## config.mk

```make
export PLATFORM = sky130hd
export DESIGN_NAME = fifo_ctrl
export DESIGN_NICKNAME = d
export VERILOG_FILES = /design/src/rtl/fifo_pkg.sv /design/src/rtl/fifo_ptr.sv /design/src/rtl/fifo_ctrl.sv
export SDC_FILE = /design/constraint.sdc
export NUM_CORES = 1
export LEC_CHECK = 0
export CAP_MARGIN = 10
export CORE_UTILIZATION = 45
export DETAILED_ROUTE_END_ITERATION = 8
export MAX_ROUTING_LAYER = met4
export PLACE_DENSITY = 0.83
export SYNTH_ARGS = -nofsm -noshare
export SYNTH_HDL_FRONTEND = slang
export SYNTH_SLANG_ARGS = --single-unit
```

## constraint.sdc

```tcl
create_clock -name clk -period 1.9 [get_ports clk]
set_clock_uncertainty 0.05 [all_clocks]
set_input_delay 0.285 -clock clk [delete_from_list [all_inputs] [get_ports clk]]
set_output_delay 0.285 -clock clk [all_outputs]
set_load 0.1 [all_outputs]
```

## src/rtl/fifo_pkg.sv

```systemverilog
// Shared FIFO sizing constants used by the controller, the buffer and the system top.
package fifo_pkg;

    localparam int FIFO_DEPTH    = 8;
    localparam int FIFO_AW       = 3;
    localparam int FIFO_AF_LEVEL = 6;
    localparam int FIFO_AE_LEVEL = 2;

endpackage : fifo_pkg

```

## src/rtl/fifo_ptr.sv

```systemverilog
// Wrap-bit pointer: AW address bits plus one MSB that toggles on every pass through the buffer.
module fifo_ptr #(
    parameter int AW = 3
) (
    input  logic          clk,
    input  logic          rst,
    input  logic          inc,
    input  logic          clr,
    output logic [AW:0]   ptr
);

    always_ff @(posedge clk) begin
        if (!rst) begin
            ptr <= '0;
        end else if (clr) begin
            ptr <= '0;
        end else if (inc) begin
            ptr <= ptr + 1'b1;
        end
    end

endmodule : fifo_ptr

```

## src/rtl/fifo_ctrl.sv

```systemverilog
// FIFO controller: write/read pointer pair, occupancy and threshold flags, sticky error flags.
module fifo_ctrl
    import fifo_pkg::*;
#(
    parameter int DEPTH      = FIFO_DEPTH,
    parameter int ADDR_WIDTH = FIFO_AW,
    parameter int AF_LEVEL   = FIFO_AF_LEVEL,
    parameter int AE_LEVEL   = FIFO_AE_LEVEL
) (
    input  logic                  clk,
    input  logic                  rst,
    input  logic                  winc,
    input  logic                  rinc,
    input  logic                  flush,
    input  logic                  err_clr,
    output logic                  wclken,
    output logic [ADDR_WIDTH-1:0] waddr,
    output logic [ADDR_WIDTH-1:0] raddr,
    output logic                  full,
    output logic                  empty,
    output logic                  almost_full,
    output logic                  almost_empty,
    output logic [ADDR_WIDTH:0]   count,
    output logic                  overflow,
    output logic                  underflow
);

    // A threshold above capacity could never be reached, so cap it at DEPTH.
    localparam int                AF_CAP = (AF_LEVEL > DEPTH) ? DEPTH : AF_LEVEL;
    localparam logic [ADDR_WIDTH:0] AF_L = AF_CAP[ADDR_WIDTH:0];
    localparam logic [ADDR_WIDTH:0] AE_L = AE_LEVEL[ADDR_WIDTH:0];

    logic [ADDR_WIDTH:0] wptr;
    logic [ADDR_WIDTH:0] rptr;
    logic                rd_acc;
    logic                ovf_set;
    logic                unf_set;

    assign wclken  = rst & winc & ~full & ~flush;
    assign rd_acc  = rst & rinc & ~empty & ~flush;
    assign ovf_set = winc & full & ~flush;
    assign unf_set = rinc & empty & ~flush;

    fifo_ptr #(.AW(ADDR_WIDTH)) u_wptr (
        .clk (clk),
        .rst (rst),
        .inc (wclken),
        .clr (flush),
        .ptr (wptr)
    );

    fifo_ptr #(.AW(ADDR_WIDTH)) u_rptr (
        .clk (clk),
        .rst (rst),
        .inc (rd_acc),
        .clr (flush),
        .ptr (rptr)
    );

    // All status is decoded from the registered pointers, never from this cycle's requests.
    assign waddr        = wptr[ADDR_WIDTH-1:0];
    assign raddr        = rptr[ADDR_WIDTH-1:0];
    assign count        = wptr - rptr;
    assign empty        = (wptr == rptr);
    assign full         = (waddr == raddr) && (wptr[ADDR_WIDTH] != rptr[ADDR_WIDTH]);
    assign almost_full  = (count >= AF_L);
    assign almost_empty = (count <= AE_L);

    // A new error in the err_clr cycle wins over the clear.
    always_ff @(posedge clk) begin
        if (!rst) begin
            overflow  <= 1'b0;
            underflow <= 1'b0;
        end else begin
            overflow  <= ovf_set | (overflow & ~err_clr);
            underflow <= unf_set | (underflow & ~err_clr);
        end
    end

endmodule : fifo_ctrl

```

# Word level (Yosys, flattened, before mapping)
# Cells that the tools add are included.
dict set report classes {
  n_addsub 3
  magnitude_cmp 2
  eq_ne 3
  bitwise_logic 19
  reduce_logical 2
}
# operator n
set op_table {}
lappend op_table {{$and 1x1->1} 12}
lappend op_table {{$add 4x1->4 const B} 2}
lappend op_table {{$not 1->1} 5}
lappend op_table {{$eq 4x4->1} 1}
lappend op_table {{$ge 4x3->1 const B} 1}
lappend op_table {{$le 4x2->1 const B} 1}
lappend op_table {{$sub 4x4->4} 1}
lappend op_table {{$eq 3x3->1} 1}
lappend op_table {{$or 1x1->1} 2}
lappend op_table {{$reduce_or 2->1} 1}
lappend op_table {{$logic_and 1x1->1} 1}
lappend op_table {{$ne 1x1->1} 1}
dict set report word_totals {
  regBits 10
  elab_cells 33
}

# Logic depth before layout (Yosys ltp)
# Gate-level depths: netlist (run 1).
dict set report logic_depth {
  depth_word 5
  mapped_depth 6
  ltp_nobuf 6
}

# Modules after synthesis
# A second synthesis (run 1) with hierarchy kept.
dict set report hier_totals {
  hier_cells 70
  area_unflattened_um2 640.6
}
# mod instances cells_per_inst area_per_inst_um2 seq_area_each_um2
set by_module_without_submodules {}
lappend by_module_without_submodules {fifo_ptr 2 17 181.4 80.1}
lappend by_module_without_submodules {fifo_ctrl 1 36 277.8 40.0}

# Least setup slack after synthesis (run 1)
# OpenSTA, ideal clock, no wires.
dict set report synth_timing {
  path_kind {register to output}
  startpoint {register u_wptr.ptr[0]}
  endpoint {output almost_full}
  arrival_ns 3.830
  required_time_ns 1.565
  setup_slack_ns -2.265
  stages_incl_launch_ff 7
  path_buffers 0
  path_cell_list {dfxtp_1 inv_1 ha_1 fa_1 xnor2_1 nand2_1 o21ai_0}
}
dict set report synth_via {
  elab_chain_cells 2
}
# item line_no
set synth_rtl {}
lappend synth_rtl {{start: declaration} fifo_ptr.sv:9} ;# output logic [AW:0] ptr
lappend synth_rtl {{start signal: assignment} fifo_ptr.sv:18} ;# ptr <= ptr + 1'b1;
lappend synth_rtl {{$sub 4x4->4} fifo_ctrl.sv:63} ;# assign count = wptr - rptr;
lappend synth_rtl {{net count[2]} fifo_ctrl.sv:23} ;# output logic [ADDR_WIDTH:0] count,
lappend synth_rtl {{$ge 4x3->1} fifo_ctrl.sv:66} ;# assign almost_full = (count >= AF_L);
lappend synth_rtl {{end: declaration} fifo_ctrl.sv:21} ;# output logic almost_full,
# The timed path passes the listed nets, and every way through them passes these cells.

# Worst setup path in the final report (run 1)
dict set report layout_timing {
  startpoint {register u_wptr.ptr[0]}
  endpoint {output almost_empty}
}
dict set report layout_via {
  elab_chain_cells 2
}
# item line_no
set layout_rtl {}
lappend layout_rtl {{$sub 4x4->4} fifo_ctrl.sv:63}
lappend layout_rtl {{$le 4x2->1} fifo_ctrl.sv:67} ;# assign almost_empty = (count <= AE_L);
lappend layout_rtl {{end: declaration} fifo_ctrl.sv:22} ;# output logic almost_empty,
# Every way passes these cells.

==> impl_metrics.ini, run 1 <==
[timing]
max_slew_margin_pct = 60.7
finalHoldViolations = 0
post-route-period-util_pct = 122
setup_viol = 6
whs_ns = 0.482
clock.fmax_mhz = 433
fin_tns_setup_ns = -1.54
final.setup.worst_slack_ns = -0.409
rsz0062_at_grt = yes
drv_slew = 0
worstMarginPinSlew_ns = 0.586
layout_min_cycle_time_ns = 2.31

[critical_path]
cp_slowest_cell = fa_2
path_delay_family = adder cells
rr_worst_depth = 9
worstSetupPathType = reg2out
path_buf_inv = 3
worst-path-max-fanout = 2
crit_cells = 7
crit_path_end_kind = primary output
r2r-start = u_rptr.ptr[1]$_SDFFE_PP0P_
r2r_end = u_wptr.ptr[1]$_SDFFE_PP0P_
crit_required_ns = 1.56
slowest_delay_ns = 0.55
critPathLaunchType = flop
worst-r2r-setup-slack_ns = 0.15
path_cells = inv_2 -> ha_4 -> fa_2 -> clkinvlp_4 -> a21oi_2 -> o21a_4 -> buf_12
cp.arrival_ns = 1.97

[final_layout]
area_delta_synth_final_pct = 86.8
fin_nets = 140
nFillCells = 56
drive_above_1_share_pct = 55.9
final_util_pct = 90.3
antenna_cells = 0

[synthesis]
synthTopCellsByCount = nand2_1, dfxtp_1, mux2i_1
ys_ff_latch = 10
synth-edff-count = 0
synth.largest_area_cell = dfxtp_1
synth_nets = 101
async_flop_share_pct = 0
postSynthAreaPerCell_um2 = 8.28
synth_area_um2 = 737
synth_cells = 89
yosysWarnings = 0
yosysMostFrequentCell = nand2_1
synth_area_leaders = dfxtp_1, mux2i_1, ha_1, nand2_1, buf_4
seq_area_frac_synth_pct = 27.2
synth_top_area_share_pct = 27.2
synth_cell_types = 24
ys.flop_type = dfxtp_1

[die]
die-area_um2 = 1800
core_area_um2 = 1520
ioPinCount = 23
fp.dieW_um = 42.5
die_h_um = 42.5
rows = 14
start_util_pct = 48.4

[drt]
drtAntennaViolNets = 0
num_vias = 800
drtIter0Drc = 22
drc = 0
wirelength_um = 2500
wl_per_cell_um = 17.5
first_pass_iters = 4
post_drt_via_cell_ratio = 5.59

[global_routing]
grtUsageTotal_pct = 25.9
grt_pass1_wl_um = 3380
grt_overflow = 0
grt_max_degree = 17
grt_pass1_vias = 750
grt_antenna_before_repair = 0

[power_and_ir_drop]
p_total_mw = 0.657
power_density_nw_per_um2 = 477
leakage_nw = 0.588
ir_worst_vdd_mv = 0.544

[clock_tree]
cts_tree = built
clk_path_buf_depth = 2
h-tree-depth = 1
clock-sinks = 10
cts_buffers = 3
clk_pin_slew_ns = 0.08
ctsRootBufferMaster = clkbuf_4
ctsHoldBuffers = 0
worstSkewPairLatency_ns = 0.27

[place]
port_buffers = 22
dp_slack_ns = -0.137
dpl.hpwl_um = 1400
gp_congestion = 0.795

[hold_path]
min_path_cells = 2
hp-start = overflow$_SDFF_PN0_
hold_end = overflow$_SDFF_PN0_
hp-class = reg2reg

[run_status]
outcome = finished with violations
violations = negative setup slack

[run]
maxCapViolCount = 0
-- routing by layer --
| metal | track usage, % | vias to the layer above | part of all wire (%) |
|---|---|---|---|
| met5 | - | - | 0 |
| met4 | 13.8 | 0 | 2.4 |
| met3 | 2.59 | 6 | 4.4 |
| met2 | 43.7 | 35 | 52 |
| met1 | 30.1 | 391 | 41 |
| li1 | - | 368 | - |
-- metrics by stage --
step | cell area, µm² | cells
2_1_floorplan | 841 | 89
3_3_place_gp | 1220 | 130
3_5_place_dp | 1220 | 130
4_1_cts | 1330 | 140
5_1_grt | 1380 | 143
6_report | 1380 | 143
-- worst min-delay path, cell delays in order, from the launching register on --
cell and delay (ns):
dfxtp_1 0.32, nand2b_1 0.07, a21boi_0 0.10
-- layout by cell type, fill, tap and decap left out, drive strengths merged, types with 2 or more instances in the layout --
master,count
inv,5
nand2,15
nand4,2
clkdlybuf4s50,5
ha,5
a21boi,4
clkbuf,4
nand4b,2
and3,2
xnor2,2
nor2,3
dfxtp,10
mux2i,8
buf,38
a21oi,7
nand2b,6
-- how the worst max path moves through the flow --
| stage | endpoint | slack (ns) | start |
|---|---|---|---|
| floorplan | almost_empty | -0.61 | u_wptr.ptr[0]$_SDFFE_PP0P_ |
| global placement | almost_empty | -0.07 | u_wptr.ptr[0]$_SDFFE_PP0P_ |
| detailed placement | almost_empty | -0.14 | u_wptr.ptr[0]$_SDFFE_PP0P_ |
| CTS | almost_empty | -0.35 | u_wptr.ptr[0]$_SDFFE_PP0P_ |
| global route | almost_empty | -0.46 | u_wptr.ptr[0]$_SDFFE_PP0P_ |
| finish | almost_empty | -0.41 | u_wptr.ptr[0]$_SDFFE_PP0P_ |
-- cell type report --
| cell class | instances | area [µm²] | area share (%) |
|---|---|---|---|
| clock buffer | 4 | 36.3 | 2.64 |
| inverter | 6 | 28.8 | 2.09 |
| multi-input combinational | 64 | 591 | 42.9 |
| sequential | 10 | 208 | 15.1 |
| tap | 16 | 20.0 | 1.45 |
| timing repair buffer | 43 | 493 | 35.8 |
-- sequential cells by signal, summed over array words and instances, names as in the netlist --
register / flops
overflow: 1
u_rptr.ptr: 4
u_wptr.ptr: 4
underflow: 1
-- power by group --
group          internal, mW  switching, mW  total [mW]  leakage, nW
clock network         0.116         0.0837       0.200       0.0210
registers             0.212        0.00281       0.214       0.0831
logic                0.0941          0.148       0.242        0.484
-- cells by family after synthesis --
| logic type | synth area share [%] |
|---|---|
| adder cells (fa/ha/maj) | 11.2 |
| buffers and inverters | 11.2 |
| flip-flops | 27.2 |
| XOR/XNOR | 4.59 |
| AO/OA/AOI/OAI | 11.5 |
| multiplexers | 10.9 |
| AND/OR/NAND/NOR | 23.4 |
-- timing repair --
| item | CTS | global route |
|---|---|---|
| gates resized for setup | 7 | 8 |
| cloned | 0 | 0 |
| pin swaps | 8 | 4 |
| setup buffers | 6 | 3 |
| setup endpoints to repair | 8 | 6 |
(Power assumes the default switching activity.)
==> run 2, diff against run 1 <==
--- a/config.mk
+++ b/config.mk
@@ -6,8 +6,10 @@
 export NUM_CORES = 1
 export LEC_CHECK = 0
 export CAP_MARGIN = 10
+export CORE_ASPECT_RATIO = 1.1
 export CORE_UTILIZATION = 45
 export DETAILED_ROUTE_END_ITERATION = 8
+export HOLD_SLACK_MARGIN = 0.05
 export MAX_ROUTING_LAYER = met4
 export PLACE_DENSITY = 0.83
 export SYNTH_ARGS = -nofsm -noshare
==> impl_metrics.ini, run 2 (synthesized netlist as in run 1, its figures left out) <==
[global_routing]
grt_max_degree = 17
grtUsageTotal_pct = 31.6
grt_pass1_wl_um = 3680
grt_antenna_before_repair = 0
grt_overflow = 0
grt_pass1_vias = 809

[drt]
first_pass_iters = 4
drtIter0Drc = 16
wirelength_um = 2570
drtAntennaViolNets = 0
drc = 0
post_drt_via_cell_ratio = 5.47
wl_per_cell_um = 17.8
num_vias = 787

[die]
fp.dieW_um = 40.6
rows = 14
core_area_um2 = 1450
start_util_pct = 50.7
ioPinCount = 23
die-area_um2 = 1800
die_h_um = 44.4

[final_layout]
top_regs = u_rptr.ptr x4, u_wptr.ptr x4
final_common_cell = buf_4
nFillCells = 41
antenna_cells = 0
drive_above_1_share_pct = 55.5
fin_nets = 142
final_util_pct = 94.0
final_cell_mix = buf_4, nand2_1, buf_12
area_delta_synth_final_pct = 85.4

[clock_tree]
cts_buffers = 3
ctsRootBufferMaster = clkbuf_4
clock-sinks = 10
cts_tree = built
worstSkewPairLatency_ns = 0.28
clk_pin_slew_ns = 0.08
h-tree-depth = 1
clk_path_buf_depth = 2

[critical_path]
slowest_delay_ns = 0.56
path_cells = inv_2 -> ha_4 -> fa_2 -> clkinvlp_4 -> a21oi_2 -> o21a_4 -> buf_12
path_delay_family = adder cells
path_buf_inv = 3
cp.arrival_ns = 1.96
worst-path-max-fanout = 2
crit_required_ns = 1.56
crit_path_end_kind = primary output
critPathLaunchType = flop
cp_slowest_cell = fa_2
worstSetupPathType = reg2out

[run]
maxCapViolCount = 0

[timing]
layout_min_cycle_time_ns = 2.30
post-route-period-util_pct = 121
whs_ns = 0.437
drv_slew = 0
final.setup.worst_slack_ns = -0.398
max_slew_margin_pct = 55.7
setup_viol = 6
clock.fmax_mhz = 435
worstMarginPinSlew_ns = 0.659
rsz0062_at_grt = yes
finalHoldViolations = 0

[run_status]
outcome = finished with violations
violations = negative setup slack

[hold_path]
hp-class = reg2reg

[place]
gp_congestion = 0.747
port_buffers = 22
dpl.hpwl_um = 1570

[power_and_ir_drop]
p_total_mw = 0.618
leakage_nw = 0.581
ir_worst_vdd_mv = 0.420
power_density_nw_per_um2 = 452
[run 2: cell types whose count changed in the layout (fill, tap and decap cells not counted), sizes merged]
cell    before  now
buf         38   40
clkbuf       4    3
[run 2: area by class of cell]
cell class | instances | area [µm²] | share of cell area, %
clock buffer | 3 | 22.5 | 1.65
inverter | 6 | 26.3 | 1.92
sequential | 10 | 208 | 15.2
timing repair buffer | 45 | 504 | 36.9
tap | 16 | 20.0 | 1.47
multi-input combinational | 64 | 586 | 42.9
[run 2: where the power goes]
group / leakage, nW / internal (mW) / switching (mW)
registers: 0.0831 / 0.212 / 0.00267
clock network: 0.0138 / 0.0734 / 0.0847
logic: 0.484 / 0.0966 / 0.149
[run 2: worst reg2reg max path, stage by stage, from the launching register on]
cell and delay (ns):
dfxtp_1 0.40, ha_4 0.24, and3_4 0.19, buf_4 0.13, buf_4 0.16, a21oi_1 0.26
mux2i_1 0.24
[run 2: repair_timing]
item                                    CTS  global route
pin swaps                                 8             4
endpoints found under the setup margin    8             7
gates resized for setup                  12             0
gates cloned                              0             0
hold buffers                              0             0
buffers inserted                          6             5
[run 2: per-stage QoR]
stage	setup WS, ns	std cells	TNS, ns	cell area [µm²]
after floorplan	-0.611	89	-1.18	841
after global placement	-0.0686	130	-0.0686	1220
after detailed placement	-0.119	130	-0.121	1220
after CTS	-0.352	139	-1.25	1330
after global routing	-0.427	144	-1.77	1370
final	-0.398	144	-1.59	1370
[run 2: final timing paths]
check,end,slack [ns],depth (start not counted),start
worst min-delay path,underflow$_SDFF_PN0_,0.44,2,underflow$_SDFF_PN0_
worst max register to register,u_rptr.ptr[2]$_SDFFE_PP0P_,0.15,6,u_rptr.ptr[0]$_SDFFE_PP0P_
worst min register to register,underflow$_SDFF_PN0_,0.44,2,underflow$_SDFF_PN0_
worst max-delay path,almost_empty,-0.40,7,u_wptr.ptr[0]$_SDFFE_PP0P_
[run 2: layer usage]
layer / vias up / part of all wire [%] / wire [µm] / global-route usage, %
li1: 368 / - / - / -
met1: 382 / 42 / 1080 / 34.4
met2: 27 / 52 / 1340 / 54.3
met3: 10 / 3.1 / 80 / 5.53
met4: 0 / 2.9 / 74 / 12.7
met5: - / 0 / 0 / -
==> run 3, diff against run 2 <==
--- a/config.mk
+++ b/config.mk
@@ -6,7 +6,6 @@
 export NUM_CORES = 1
 export LEC_CHECK = 0
 export CAP_MARGIN = 10
-export CORE_ASPECT_RATIO = 1.1
 export CORE_UTILIZATION = 45
 export DETAILED_ROUTE_END_ITERATION = 8
 export HOLD_SLACK_MARGIN = 0.05
==> results of run 3 <==
Same layout as run 1: the final DEF is identical, and so are final timing and power.
